### src/rtl/motor_duty_ramp.sv
// motor_duty_ramp: slew-rate limiter driving the pwm_generator width input.
// Commands arrive over a valid/ready handshake; width moves toward the
// commanded duty by at most RAMP_STEP once per update tick.
//
// Build option: MOTOR_RAMP_REVERSE_GUARD_EN
//   defined   - a reversal decelerates to zero, dwells one tick, then flips dir
//   undefined - a reversal snaps width to 0 and flips dir on the accept edge,
//               cmd_ready is constant 1
//
// state | meaning
// IDLE  | width/dir equal the accepted target
// RAMP  | same direction, stepping toward target on each tick
// DECEL | reversal pending, stepping toward zero (guard build only)
// DWELL | width held at zero until next tick, then dir flips (guard build only)
module motor_duty_ramp #(
    parameter int BAND_WIDTH       = 32,
    parameter int PWM_PERIOD_CYCLE = 1000,
    parameter int RAMP_STEP        = 10,
    parameter int UPDATE_CYCLE     = 1000
) (
    input  logic                  clk,
    input  logic                  rst,
    input  logic                  cmd_valid,
    output logic                  cmd_ready,
    input  logic [BAND_WIDTH-1:0] cmd_duty,
    input  logic                  cmd_dir,
    output logic [BAND_WIDTH-1:0] width,
    output logic                  dir,
    output logic                  busy
);

    localparam int CNT_W = (UPDATE_CYCLE > 1) ? $clog2(UPDATE_CYCLE) : 1;
    localparam logic [CNT_W-1:0]      CNT_LAST = CNT_W'(UPDATE_CYCLE - 1);
    localparam logic [BAND_WIDTH-1:0] DUTY_MAX = BAND_WIDTH'(PWM_PERIOD_CYCLE + 1);
    localparam logic [BAND_WIDTH-1:0] STEP     = BAND_WIDTH'(RAMP_STEP);

    typedef enum logic [1:0] {IDLE, RAMP, DECEL, DWELL} state_t;

    state_t                  state;
    logic [CNT_W-1:0]        tick_cnt;
    logic [BAND_WIDTH-1:0]   target;
    logic [BAND_WIDTH-1:0]   duty_clamped;
    logic [BAND_WIDTH-1:0]   width_adv;
    logic                    tick;
    logic                    accept;
`ifdef MOTOR_RAMP_REVERSE_GUARD_EN
    logic                    target_dir;
    logic                    ready_q;
`endif

    // Move cur toward goal by at most STEP; differences are taken so the
    // result never passes goal and never wraps.
    function automatic logic [BAND_WIDTH-1:0] step_to(
        input logic [BAND_WIDTH-1:0] cur,
        input logic [BAND_WIDTH-1:0] goal
    );
        logic [BAND_WIDTH-1:0] diff;
        if (goal > cur) begin
            diff    = goal - cur;
            step_to = cur + ((diff > STEP) ? STEP : diff);
        end else begin
            diff    = cur - goal;
            step_to = cur - ((diff > STEP) ? STEP : diff);
        end
    endfunction

`ifdef MOTOR_RAMP_REVERSE_GUARD_EN
    assign cmd_ready = ready_q;
`else
    assign cmd_ready = 1'b1;
`endif

    assign tick         = (tick_cnt == CNT_LAST);
    assign accept       = cmd_valid && cmd_ready;
    assign duty_clamped = (cmd_duty > DUTY_MAX) ? DUTY_MAX : cmd_duty;

    // Width this edge would produce from the old target; a command accepted on
    // a tick edge only takes effect from the following tick.
    always_comb begin
        width_adv = width;
        if (tick) begin
            if (state == RAMP)
                width_adv = step_to(width, target);
            else if (state == DECEL)
                width_adv = step_to(width, '0);
        end
    end

    // Tick counter, command capture and ramp FSM with registered outputs.
    always_ff @(posedge clk or posedge rst) begin
        if (rst) begin
            state    <= IDLE;
            tick_cnt <= '0;
            target   <= '0;
            width    <= '0;
            dir      <= 1'b0;
            busy     <= 1'b0;
`ifdef MOTOR_RAMP_REVERSE_GUARD_EN
            target_dir <= 1'b0;
            ready_q    <= 1'b1;
`endif
        end else begin
            tick_cnt <= tick ? '0 : tick_cnt + CNT_W'(1);

            case (state)
                IDLE, RAMP: begin
                    width <= width_adv;
                    if (state == RAMP && tick && width_adv == target) begin
                        state <= IDLE;
                        busy  <= 1'b0;
                    end
                    if (accept) begin
                        target <= duty_clamped;
                        if (cmd_dir != dir) begin
`ifdef MOTOR_RAMP_REVERSE_GUARD_EN
                            target_dir <= cmd_dir;
                            ready_q    <= 1'b0;
                            busy       <= 1'b1;
                            state      <= (width_adv == '0) ? DWELL : DECEL;
`else
                            width <= '0;
                            dir   <= cmd_dir;
                            if (duty_clamped == '0) begin
                                state <= IDLE;
                                busy  <= 1'b0;
                            end else begin
                                state <= RAMP;
                                busy  <= 1'b1;
                            end
`endif
                        end else if (width_adv == duty_clamped) begin
                            state <= IDLE;
                            busy  <= 1'b0;
                        end else begin
                            state <= RAMP;
                            busy  <= 1'b1;
                        end
                    end
                end
`ifdef MOTOR_RAMP_REVERSE_GUARD_EN
                DECEL: begin
                    width <= width_adv;
                    if (tick && width_adv == '0)
                        state <= DWELL;
                end
                DWELL: begin
                    if (tick) begin
                        dir     <= target_dir;
                        ready_q <= 1'b1;
                        if (target == '0) begin
                            state <= IDLE;
                            busy  <= 1'b0;
                        end else begin
                            state <= RAMP;
                            busy  <= 1'b1;
                        end
                    end
                end
`endif
                default: state <= IDLE;
            endcase
        end
    end

endmodule

### config.mk
export PLATFORM = sky130hd
export DESIGN_NAME = motor_duty_ramp
export DESIGN_NICKNAME = d
export VERILOG_FILES = /design/src/rtl/motor_duty_ramp.sv
export SDC_FILE = /design/constraint.sdc
export NUM_CORES = 1
export LEC_CHECK = 0
export BUFFER_PORTS_ARGS = -buffer_cell sky130_fd_sc_hd__buf_2
export CORE_ASPECT_RATIO = 0.9
export CORE_UTILIZATION = 50
export CTS_CLUSTER_SIZE = 12
export DETAILED_ROUTE_END_ITERATION = 16
export GPL_TIMING_DRIVEN = 0
export PLACE_DENSITY = 0.68
export SLEW_MARGIN = 20
export SYNTH_ARGS = -nofsm -noshare
export SYNTH_HDL_FRONTEND = slang
export SYNTH_SLANG_ARGS = --single-unit
export TNS_END_PERCENT = 5
### constraint.sdc
create_clock -name clk -period 18.1 [get_ports clk]
set_input_delay 3.62 -clock clk [delete_from_list [all_inputs] [get_ports clk]]
set_output_delay 3.62 -clock clk [all_outputs]
set_load 0.03 [all_outputs]
After elaboration in Yosys (flattened, before gate mapping)

Cells that the tools add are included.

Equality and inequality tests: 7
Add/sub/neg operators: 8
Shift operators: 0
Reductions and logical operators: 9
Div/mod/pow operators: 0
Multiply operators: 0
Multiplexer cells: 24
Bitwise gates (word level): 0
$lt $le $gt $ge: 7

Operator list:

| operator              | number |
|---|---|
| $mux 32               | 12 |
| $gt 32x4->1 const B   | 4 |
| $sub 32x32->32        | 4 |
| $add 32x32->32        | 2 |
| $eq 32x32->1          | 2 |
| $gt 1x32->1 const A   | 1 |
| $gt 32x10->1 const B  | 1 |
| $gt 32x32->1          | 1 |
| $logic_not 32->1      | 1 |
| $sub 1x32->32 const A | 1 |
| $add 10x1->10 const B | 1 |
| $eq 10x10->1 const B  | 1 |
| $mux 10               | 1 |
| $mux 2                | 4 |
| $mux 1                | 7 |
| $reduce_and 2->1      | 2 |
| $ne 3x3->1 const B    | 1 |
| $reduce_and 3->1      | 1 |
| $eq 2x1->1 const B    | 1 |
| $eq 2x2->1 const B    | 1 |
| $logic_and 1x1->1     | 2 |
| $logic_not 2->1       | 1 |
| $reduce_bool 2->1     | 1 |
| $reduce_or 2->1       | 1 |
| $ne 1x1->1            | 1 |

Bits in writable memories: 0
Input port bits: 36
Bits in latches: 0
Memory bits (read-only): 0
Output and inout bits: 35
Flip-flop bits (word level): 78
Memories kept: 0
Logic and storage cells: 61

Logic depth before layout (Yosys ltp)

Gate-level depths: netlist of run 1.

Depth after elaboration: 13
Gate-level depth with buffers: 33
Mapped depth without buffers: 32

Least setup slack after synthesis of run 1

OpenSTA, ideal clock, no wires.

Path type: reg2reg
Start: register width[3]
End: register busy
Path slack: 11006 ps
Clock period less this slack: 7094 ps
Stages on the path, launching flop included: 32
Data arrival time: 6958 ps
Buffers on the path: 3
Required time: 17964 ps
Library setup time: 136 ps
Cell sequence: dfrtp_1 -> inv_1 -> ha_1 -> buf_2 -> and2_4 -> a221o_1 -> o21a_1 -> o31a_1 -> or3_1 -> a2111o_1 -> nor4_4 -> nand3_2 -> clkbuf_1 -> nor2_1 -> ha_1 -> nand3_1 -> o21bai_1 -> ha_1 -> clkbuf_1 -> a21o_1 -> a21oi_1 -> nor2_1 -> nor3_1 -> o31ai_1 -> a221oi_1 -> nor2_1 -> nand3_1 -> a31oi_1 -> a2111oi_0 -> o2111ai_1 -> a21oi_1 -> o211ai_1

Longest elaborated chain between the ends: 12
Elaborated cells between the ends (all ways): 30
Those cells by class: add/sub (7); order compare (6); eq/ne (2); mux (12); reduce/logical (3)

RTL lines:

| what                                               | line     | text |
|---|---|---|
| start: declaration                                 | 27       | `output logic [BAND_WIDTH-1:0] width,` |
| start signal: assignment                           | 107      | `width <= width_adv;` |
| $sub 1x32->32                                      | 59       | `diff = goal - cur;` |
| $gt 32x4->1                                        | 60       | `step_to = cur + ((diff > STEP) ? STEP : diff);` |
| $mux 32                                            | 60       |  |
| $add 32x32->32                                     | 60       |  |
| $mux 32                                            | 58       | `if (goal > cur) begin` |
| $mux 32                                            | 84       | `else if (state == DECEL)` |
| $mux 32                                            | 82       | `if (state == RAMP)` |
| $mux 32 *                                          | 81       | `if (tick) begin` |
| $eq 32x32->1 (on tied branches)                    | 131, 108 |  |
| $mux 1 / $logic_and 1x1->1 (equally long branches) | 131, 108 |  |
| $mux 1 / $reduce_bool 2->1 (equally long branches) | -        |  |
| $mux 1 / $reduce_and 2->1 (equally long branches)  | -        |  |
| end signal: assignment                             | 110      | `busy <= 1'b0;` |
| end signal: assignment                             | 133      | `busy <= 1'b0;` |
| end signal: assignment                             | 136      | `busy <= 1'b1;` |
| end: declaration                                   | 29       | `output logic busy` |

Mark *: on every way between the ends. The rest lies on a longest branch, timed or not.
A chain may end at the register's enable or synchronous reset.

Final worst setup path of run 1

Start: register target[0]
End: register busy

Longest elaborated chain between the ends: 11
Elaborated cells between the ends (all ways): 20
Those cells by class: add/sub (4); order compare (3); eq/ne (2); mux (8); reduce/logical (3)

RTL lines:

| what                                                    | line     | text |
|---|---|---|
| start: declaration                                      | 41       | `logic [BAND_WIDTH-1:0] target;` |
| start signal: assignment                                | 113      | `target <= duty_clamped;` |
| $sub 32x32->32 (on tied branches)                       | 62, 59   |  |
| $gt 32x4->1 (on tied branches)                          | 63, 60   |  |
| $mux 32 (on tied branches)                              | 63, 60   |  |
| $sub 32x32->32 / $add 32x32->32 (equally long branches) | 63, 60   |  |
| $mux 32                                                 | 58       |  |
| $mux 32                                                 | 82       |  |
| $mux 32                                                 | 81       |  |
| $eq 32x32->1 (on tied branches)                         | 131, 108 |  |
| $mux 1 / $logic_and 1x1->1 (equally long branches)      | 131, 108 |  |
| $mux 1 / $reduce_bool 2->1 (equally long branches)      | -        |  |
| $mux 1 / $reduce_and 2->1 (equally long branches)       | -        |  |

Parallel ways exist; a longest one is shown, timed or not.

==> qor.json, run 1 <==
{
  "detailroute.via_count": 11300,
  "shortest_clock_period_the_worst_path_allows_after_layout_ns": 9.62,
  "tns_ns": 0,
  "power_density_nw_per_um2": 34.4,
  "clock_sinks": 76,
  "global_route.overflow_total": 0,
  "multi_input_area_um2": 7830,
  "port_buffers": 68,
  "die-height_um": 139,
  "worstReg2RegEnd": "busy",
  "max-vdd-ir-drop_uv": 40.7,
  "crit_path_max_fanout": 5,
  "async_reset_ff_frac": 1.00,
  "setup_fix_buffers_added_after_clock_tree_synthesis": 0,
  "hold_path_class": "reg -> reg",
  "unrepaired_setup_endpoints_after_global_routing": "no",
  "power.share.combinational": 0.054,
  "critPathLaunchType": "flop",
  "initial_utilization": 0.516,
  "global_route_usage_over_all_layers": 0.371,
  "worst_hold_path.endpoint": "tick_cnt[0]",
  "rrSetupSlack_ns": 8.48,
  "aggregate_routed_wire_length_um": 39500,
  "worst_clock_skew_ns": 0.00981,
  "areaGrowthSynthToFinish_pct": 9.68,
  "clkTransAtPathRegs_ns": 0.06,
  "cpPeakStageDelay_ns": 0.81,
  "timing.final.ws_setup_ns": 8.48,
  "regArea_um2": 1900,
  "drt_iter0_markers": 1042,
  "ys_warn_count": 0,
  "slew_at_the_pin_closest_to_its_max_slew_limit_ns": 1.01,
  "cts.repair.resized": 0,
  "routedLengthMet1_um": 17900,
  "synth.top_cells.by_count": "155 x nor2_1, 129 x a21oi_1, 98 x inv_1",
  "clockBufferDepth": 2,
  "drt.antenna.violating_nets": 0,
  "min_from": "tick_cnt[0]",
  "maximum_number_of_pins_on_one_net_before_global_route_repair": 43,
  "post_cts_hold_buffer_count": 0,
  "netlist.area_leader.share": 0.183,
  "cp.required_ns": 18.32,
  "dp_worst_setup_slack_ns": 8.70,
  "synth-seq-cells": 76,
  "synthesis.nets": 1554,
  "floorplan.core_area_um2": 20200,
  "slowest_stage": "nor3_1",
  "die_width_um": 154,
  "insertion_delay_ns": 0.36,
  "worst_hold_path.num_cells": 1,
  "dp_hpwl_um": 32100,
  "antennaDiodeCount": 0,
  "numCtsBuffers": 9,
  "vias_in_the_first_global_route": 10500,
  "drc": 0,
  "wl_met3_um": 3510,
  "cpLargestDelayFamily": "compound AO/OA/AOI/OAI gates",
  "filler_cell_count": 1961,
  "worst_setup_ep_type": "flop",
  "leakage_nw": 5.20,
  "cellInternalPower_uw": 300,
  "yosysMostFrequentCell": "nor2_1",
  "criticalPathCategory": "reg -> reg",
  "final_hold_viol_count": 0,
  "min_period_over_period": 0.532,
  "met2_routed_wirelength_um": 16700,
  "htree_levels": 3,
  "synthFlopType": "dfrtp_1",
  "cells_after_synth": 1419,
  "clock_power_share": 0.511,
  "globalplace.congestion": 1.01,
  "timing.rr.start": "target[0]",
  "fin_total_pwr_uw": 393,
  "switchingPower_uw": 92.5,
  "drive_above_1_share": 0.0785,
  "setup_viol": 0,
  "worst-r2r-cell-count": 30,
  "die-area_um2": 21400,
  "routed.top_layer": "met4",
  "number_of_flops_mapped_to_enable_cells_by_yosys": 0,
  "timing.critical_path.mode_cell": "a21oi_1",
  "postSynthAreaPerCell_um2": 7.33,
  "slew_headroom": 0.324,
  "slew_viol_final": 0,
  "grt_antenna_before_repair": 0,
  "grt_pass1_wl_um": 60700,
  "core.rowCount": 49,
  "route.detailed.wl_per_inst_um": 22.5,
  "post_synth_instance_area_um2": 10400,
  "finish.instance_area_um2": 11400,
  "synthDistinctLibCells": 77,
  "ys_top_cells_by_area": "dfrtp_1 18%, ha_1 12%, a21oi_1 6.2%",
  "max_cap_viol_count": 0,
  "netlist.top_cell.by_area": "dfrtp_1",
  "sw_frac_of_total": 0.235,
  "wp_data_arrival_ns": 9.84,
  "tritoncts": "yes",
  "max_freq_ghz": 0.104,
  "synth_sequential_area_ratio": 0.183,
  "library_cell_used_as_clock_root_buffer": "clkbuf_16",
  "critical_path_buf_inv_count": 2,
  "power.share.sequential": 0.435,
  "io_pins": 71,
  "detailed_place.area_um2": 11100,
  "detail_route.first_pass.iterations": 6,
  "route.detailed.vias_per_inst": 6.44,
  "num-nets-final": 1634,
  "outcome": "finished clean"
}
cells by family after synthesis:
group,after synthesis,share of synthesized area
AOI/OAI and AO/OA,476,0.303
xor gates and xnor gates,100,0.0842
adders and majority gates,99,0.121
buffers and inverters,177,0.0646
DFF,76,0.183
muxes,24,0.0237
other,1,0.000360
and+or+nand+nor,466,0.220
per-layer routing:
| layer | track usage | vias up |
|---|---|---|
| met5 | 0 | - |
| met4 | 0.140 | 0 |
| met3 | 0.0472 | 71 |
| met2 | 0.553 | 555 |
| met1 | 0.543 | 5367 |
| li1 | - | 5332 |
worst max-delay path by stage:
| stage | start | to | slack, ns | cells past startpoint |
|---|---|---|---|---|
| after floorplan | width[3] | busy | 11.01 | 31 |
| after global placement | target[0] | busy | 8.75 | 32 |
| after detailed placement | target[0] | busy | 8.70 | 32 |
| after CTS | target[0] | busy | 8.67 | 32 |
| after global routing | width[2] | busy | 8.10 | 31 |
| final | target[0] | busy | 8.48 | 30 |
through the flow:
| step | util | std cells | hold WS (ns) |
|---|---|---|---|
| final | 0.566 | 1759 | 0.491 |
| after floorplan | - | 1419 | 0.455 |
| after CTS | 0.566 | 1759 | 0.489 |
| after global placement | 0.548 | 1742 | 0.478 |
| after global routing | 0.566 | 1759 | 0.506 |
| after detailed placement | 0.550 | 1743 | 0.480 |
placed cells by master (no fill, tap or decap), drive strengths merged, types with 18 or more instances in the layout:
master  synthesis  layout
o21ai          84      84
inv            98      99
nor3           35      35
nor2b          20      20
buf            12      81
nand4          26      26
clkbuf         67      77
mux2i          19      19
nand3          38      38
xnor2          68      68
a211oi         18      18
o211ai         19      19
nor4           24      24
o21bai         37      37
dfrtp          76      76
ha             96      96
nor2          155     155
o21a           25      25
nand2          91      91
a21oi         129     129
a21o           39      39
xor2           32      32
worst reg2reg max path, delay by kind of cell, from the launching register on:
kind / cells / cell delay [ns]
buf+inv: 2 / 0.16
compound gates: 17 / 5.23
fa+ha+maj: 4 / 1.10
simple gates: 7 / 2.55
flops: 1 / 0.46
state kept, by name, indices dropped and copies added (netlist names):
register	flops
dir	1
tick_cnt	10
width	32
target	32
busy	1
power by group through the flow:
| stage | combinational, mW | clock (mW) | sequential, mW |
|---|---|---|---|
| 6_report | 0.0214 | 0.201 | 0.171 |
| 5_1_grt | 0.0230 | 0.207 | 0.171 |
| 4_1_cts | 0.0210 | 0.202 | 0.171 |
| 3_5_place_dp | 0.0209 | 0 | 0.174 |
| 3_3_place_gp | 0.0200 | 0 | 0.174 |
| 2_1_floorplan | 0.00915 | 0 | 0.175 |
cell type report:
class,instances,area share
clock buffers,10,0.0209
flip-flops and latches,76,0.167
multi-input cells,1166,0.686
clock inverters,6,0.00757
plain buffers,79,0.0266
repair buffers,69,0.0316
inverters,98,0.0325
well taps,255,0.0280
No activity file was read; power rests on OpenSTA's default activity.
==> inputs of run 2 (changes only) <==
Settings changed: ABC_AREA from default to 1, PLACE_DENSITY 0.68 to 0.7.
Clock period 18.1 ns to 7.8 ns, I/O delays scaled along.
==> qor.json, run 2 <==
{
  "worst-r2r-cell-count": {"value": 35, "change": "was 30"},
  "drt.antenna.violating_nets": {"value": 0, "change": "unchanged"},
  "setup_fix_buffers_added_after_clock_tree_synthesis": {"value": 0, "change": "unchanged"},
  "synth_sequential_area_ratio": {"value": 0.179, "change": "was 0.183"},
  "hold_path_class": {"value": "reg -> reg", "change": "unchanged"},
  "crit_path_max_fanout": {"value": 10, "change": "was 5"},
  "clock_power_share": {"value": 0.419, "change": "was 0.511"},
  "layout.cells.most_common_list": {"value": "581 x nand2_1, 318 x inv_1, 202 x nor2_1", "change": "was 155 x nor2_1, 129 x a21oi_1, 97 x inv_1"},
  "leakage": {"value": 6.84, "unit": "nW", "change": "was 5.20 nW"},
  "cts.repair.resized": {"value": 0, "change": "unchanged"},
  "outcome": {"value": "finished clean", "change": "unchanged"},
  "worstSetupPathDepth": {"value": 35, "change": "was 30"},
  "synth.top_cells.by_count": {"value": "581 x nand2_1, 319 x inv_1, 202 x nor2_1", "change": "was 155 x nor2_1, 129 x a21oi_1, 98 x inv_1"},
  "power.share.combinational": {"value": 0.206, "change": "was 0.054"},
  "wp_data_arrival": {"value": 7.03, "unit": "ns", "change": "was 9.84 ns"},
  "detailed_place.area": {"value": 11400, "unit": "um^2", "change": "was 11100 um^2"},
  "drt_iter0_markers": {"value": 1023, "change": "was 1042"},
  "post_cts_hold_buffer_count": {"value": 0, "change": "unchanged"},
  "clockBufferDepth": {"value": 2, "change": "unchanged"},
  "critPathLaunchType": {"value": "flop", "change": "unchanged"},
  "filler_cell_count": {"value": 2229, "change": "was 1961"},
  "critical_path_buf_inv_count": {"value": 3, "change": "was 2"},
  "global_route_usage_over_all_layers": {"value": 0.340, "change": "was 0.371"},
  "switchingPower": {"value": 324, "unit": "uW", "change": "was 92.5 uW"},
  "finish.instance_area": {"value": 11700, "unit": "um^2", "change": "was 11400 um^2"},
  "power_density": {"value": 91.8, "unit": "nW/um^2", "change": "was 34.4 nW/um^2"},
  "clock_sinks": {"value": 76, "change": "unchanged"},
  "multi_input_area": {"value": 7360, "unit": "um^2", "change": "was 7830 um^2"},
  "layout.cells.most_common": {"value": "nand2_1", "change": "was nor2_1"},
  "floorplan.core_area": {"value": 20800, "unit": "um^2", "change": "was 20200 um^2"},
  "synthDistinctLibCells": {"value": 45, "change": "was 77"},
  "cp.required": {"value": 8.03, "unit": "ns", "change": "was 18.32 ns"},
  "tns": {"value": 0, "unit": "ns", "change": "unchanged"},
  "grt_antenna_before_repair": {"value": 0, "change": "unchanged"},
  "route.detailed.wl_per_inst": {"value": 16.2, "unit": "um", "change": "was 22.5 um"},
  "vias_in_the_first_global_route": {"value": 11000, "change": "was 10500"},
  "maximum_number_of_pins_on_one_net_before_global_route_repair": {"value": 49, "change": "was 43"},
  "final_hold_viol_count": {"value": 0, "change": "unchanged"},
  "initial_utilization": {"value": 0.510, "change": "was 0.516"},
  "dp_hpwl": {"value": 30800, "unit": "um", "change": "was 32100 um"},
  "slowest_stage": {"value": "xnor2_1", "change": "was nor3_1"},
  "shortest_clock_period_the_worst_path_allows_after_layout": {"value": 6.80, "unit": "ns", "change": "was 9.62 ns"},
  "cellInternalPower": {"value": 747, "unit": "uW", "change": "was 300 uW"},
  "htree_levels": {"value": 3, "change": "unchanged"},
  "postSynthAreaPerCell": {"value": 5.77, "unit": "um^2", "change": "was 7.33 um^2"},
  "die-height": {"value": 140, "unit": "um", "change": "was 139 um"},
  "ys_top_cells_by_area": {"value": "nand2_1 21%, dfrtp_1 18%, ha_1 11%", "change": "was dfrtp_1 18%, ha_1 12%, a21oi_1 6.2%"},
  "cp-endpoint": {"value": "busy", "change": "unchanged"},
  "min_period_over_period": {"value": 0.872, "change": "was 0.532"},
  "max_freq": {"value": 0.147, "unit": "GHz", "change": "was 0.104 GHz"},
  "insertion_delay": {"value": 0.35, "unit": "ns", "change": "was 0.36 ns"},
  "worstReg2RegEnd": {"value": "busy", "change": "unchanged"},
  "io_pins": {"value": 71, "change": "unchanged"},
  "max-vdd-ir-drop": {"value": 77.3, "unit": "uV", "change": "was 40.7 uV"},
  "detailroute.via_count": {"value": 11800, "change": "was 11300"},
  "power.share.sequential": {"value": 0.375, "change": "was 0.435"},
  "tritoncts": {"value": "yes", "change": "unchanged"},
  "ys_warn_count": {"value": 0, "change": "unchanged"},
  "numCtsBuffers": {"value": 9, "change": "unchanged"},
  "aggregate_routed_wire_length": {"value": 35900, "unit": "um", "change": "was 39500 um"},
  "detail_route.first_pass.iterations": {"value": 7, "change": "was 6"},
  "criticalPathCategory": {"value": "reg -> reg", "change": "unchanged"},
  "die_width": {"value": 156, "unit": "um", "change": "was 154 um"},
  "fin_total_pwr": {"value": 1.07, "unit": "mW", "change": "was 393 uW"},
  "cells_after_synth": {"value": 1842, "change": "was 1419"},
  "yosysMostFrequentCell": {"value": "nand2_1", "change": "was nor2_1"},
  "synth-seq-cells": {"value": 76, "change": "unchanged"},
  "regArea": {"value": 1900, "unit": "um^2", "change": "unchanged"},
  "antennaDiodeCount": {"value": 0, "change": "unchanged"},
  "slew_viol_final": {"value": 0, "change": "unchanged"},
  "netlist.area_leader.share": {"value": 0.205, "change": "was 0.183"},
  "slew_at_the_pin_closest_to_its_max_slew_limit": {"value": 1.07, "unit": "ns", "change": "was 1.01 ns"},
  "drive_above_1_share": {"value": 0.0691, "change": "was 0.0785"},
  "timing.rr.start": {"value": "width[1]", "change": "was target[0]"},
  "worst_setup_ep_type": {"value": "flop", "change": "unchanged"},
  "cpPeakStageDelay": {"value": 0.59, "unit": "ns", "change": "was 0.81 ns"},
  "startpoint": {"value": "width[1]", "change": "was target[0]"},
  "core.rowCount": {"value": 50, "change": "was 49"},
  "clkTransAtPathRegs": {"value": 0.06, "unit": "ns", "change": "about the same"},
  "areaGrowthSynthToFinish": {"value": 9.75, "unit": "%", "change": "was 9.68%"},
  "port_buffers": {"value": 68, "change": "unchanged"},
  "setup_viol": {"value": 0, "change": "unchanged"},
  "cpLargestDelayFamily": {"value": "simple AND/OR/NAND/NOR gates", "change": "was compound AO/OA/AOI/OAI gates"},
  "max_cap_viol_count": {"value": 0, "change": "unchanged"},
  "global_route.overflow_total": {"value": 0, "change": "unchanged"},
  "synthesis.nets": {"value": 1977, "change": "was 1554"},
  "drc": {"value": 0, "change": "unchanged"},
  "grt_pass1_wl": {"value": 57300, "unit": "um", "change": "was 60700 um"},
  "library_cell_used_as_clock_root_buffer": {"value": "clkbuf_16", "change": "unchanged"},
  "async_reset_ff_frac": {"value": 1.00, "change": "unchanged"},
  "netlist.top_cell.by_area": {"value": "nand2_1", "change": "was dfrtp_1"},
  "leading_registers_by_flop_count": {"value": "target (32), width (32), tick_cnt (10)", "change": "unchanged"},
  "slew_headroom": {"value": 0.266, "change": "was 0.324"},
  "number_of_flops_mapped_to_enable_cells_by_yosys": {"value": 0, "change": "unchanged"},
  "die-area": {"value": 21800, "unit": "um^2", "change": "was 21400 um^2"},
  "sw_frac_of_total": {"value": 0.302, "change": "was 0.235"},
  "rrSetupSlack": {"value": 1.00, "unit": "ns", "change": "was 8.48 ns"},
  "num-nets-final": {"value": 2057, "change": "was 1634"},
  "worst_clock_skew": {"value": 0.0102, "unit": "ns", "change": "was 0.00981 ns"},
  "synthFlopType": {"value": "dfrtp_1", "change": "unchanged"},
  "unrepaired_setup_endpoints_after_global_routing": {"value": "no", "change": "unchanged"},
  "timing.critical_path.mode_cell": {"value": "nand2_1", "change": "was a21oi_1"},
  "post_synth_instance_area": {"value": 10600, "unit": "um^2", "change": "was 10400 um^2"},
  "globalplace.congestion": {"value": 1.00, "change": "was 1.01"},
  "route.detailed.vias_per_inst": {"value": 5.34, "change": "was 6.44"}
}
-- run 2: cell count changes after synthesis, moves of 20 or more --
cell | previous run | this run
a21o_1 | 39 | 10
clkbuf_1 | 67 | 18
inv_1 | 98 | 319
nand2_1 | 91 | 581
nand3_1 | 37 | 116
nor2_1 | 155 | 202
nor2b_1 | 20 | 0
o21bai_1 | 36 | 6
xnor2_1 | 68 | 12
-- run 2: final cells by class --
cell class,count,share of cell area
Tap cell,286,0.0307
Buffer,29,0.0106
Inverter,331,0.107
Sequential cell,76,0.163
Multi-Input combinational cell,1406,0.631
Clock inverter,4,0.00644
Timing Repair Buffer,69,0.0315
Clock buffer,11,0.0200
-- run 2: cell families (layout without fill, tap and decap cells) --
kind of cell,count (synthesis),in the layout,share of synthesized area
flops,76,76,0.179
fa+ha+maj,99,99,0.119
xor+xnor,55,55,0.0453
other cells,1,1,0.000353
compound gates,246,246,0.131
simple gates,1005,1005,0.397
buf+inv,360,444,0.129
-- run 2: through the flow --
| step | worst slack [ns] | hold slack [ns] | utilization | instances |
|---|---|---|---|---|
| finish | 1.00 | 0.456 | 0.560 | 2212 |
| global route | 0.489 | 0.492 | 0.560 | 2212 |
| CTS | 1.20 | 0.462 | 0.560 | 2212 |
| detailed placement | 1.25 | 0.454 | 0.545 | 2197 |
| global placement | 1.28 | 0.447 | 0.544 | 2196 |
| floorplan | 2.55 | 0.433 | - | 1842 |
-- run 2: power groups by stage --
stage	clock network (mW)	registers, mW	logic (mW)
CTS	0.454	0.402	0.219
detailed placement	0	0.409	0.218
floorplan	0	0.409	0.154
global placement	0	0.409	0.213
global route	0.472	0.402	0.249
finish	0.449	0.402	0.220
-- run 2: worst register-to-register path: cells and delay by family (launching register included) --
family                     cells  cell delay, ns
xor gates and xnor gates       2            0.74
DFF                            1            0.54
buffers and inverters          3            0.83
adders and majority gates      3            1.15
AOI/OAI and AO/OA              3            0.36
and+or+nand+nor               24            3.00
-- run 2: per-layer routing --
layer  vias to the layer above  global-route usage  share of wire
li1                       5999                   -              -
met1                      5378               0.485           0.48
met2                       372               0.534           0.43
met5                         -                   0              0
met4                         0              0.0949          0.022
met3                        54              0.0446          0.068
-- run 2: worst min-delay path by stage --
stage                startpoint           to  cells past startpoint
floorplan           tick_cnt[0]  tick_cnt[0]                      1
detailed placement  tick_cnt[0]  tick_cnt[0]                      1
global route        tick_cnt[0]  tick_cnt[0]                      1
finish              tick_cnt[0]  tick_cnt[0]                      1
CTS                 tick_cnt[0]  tick_cnt[0]                      1
global placement    tick_cnt[0]  tick_cnt[0]                      1
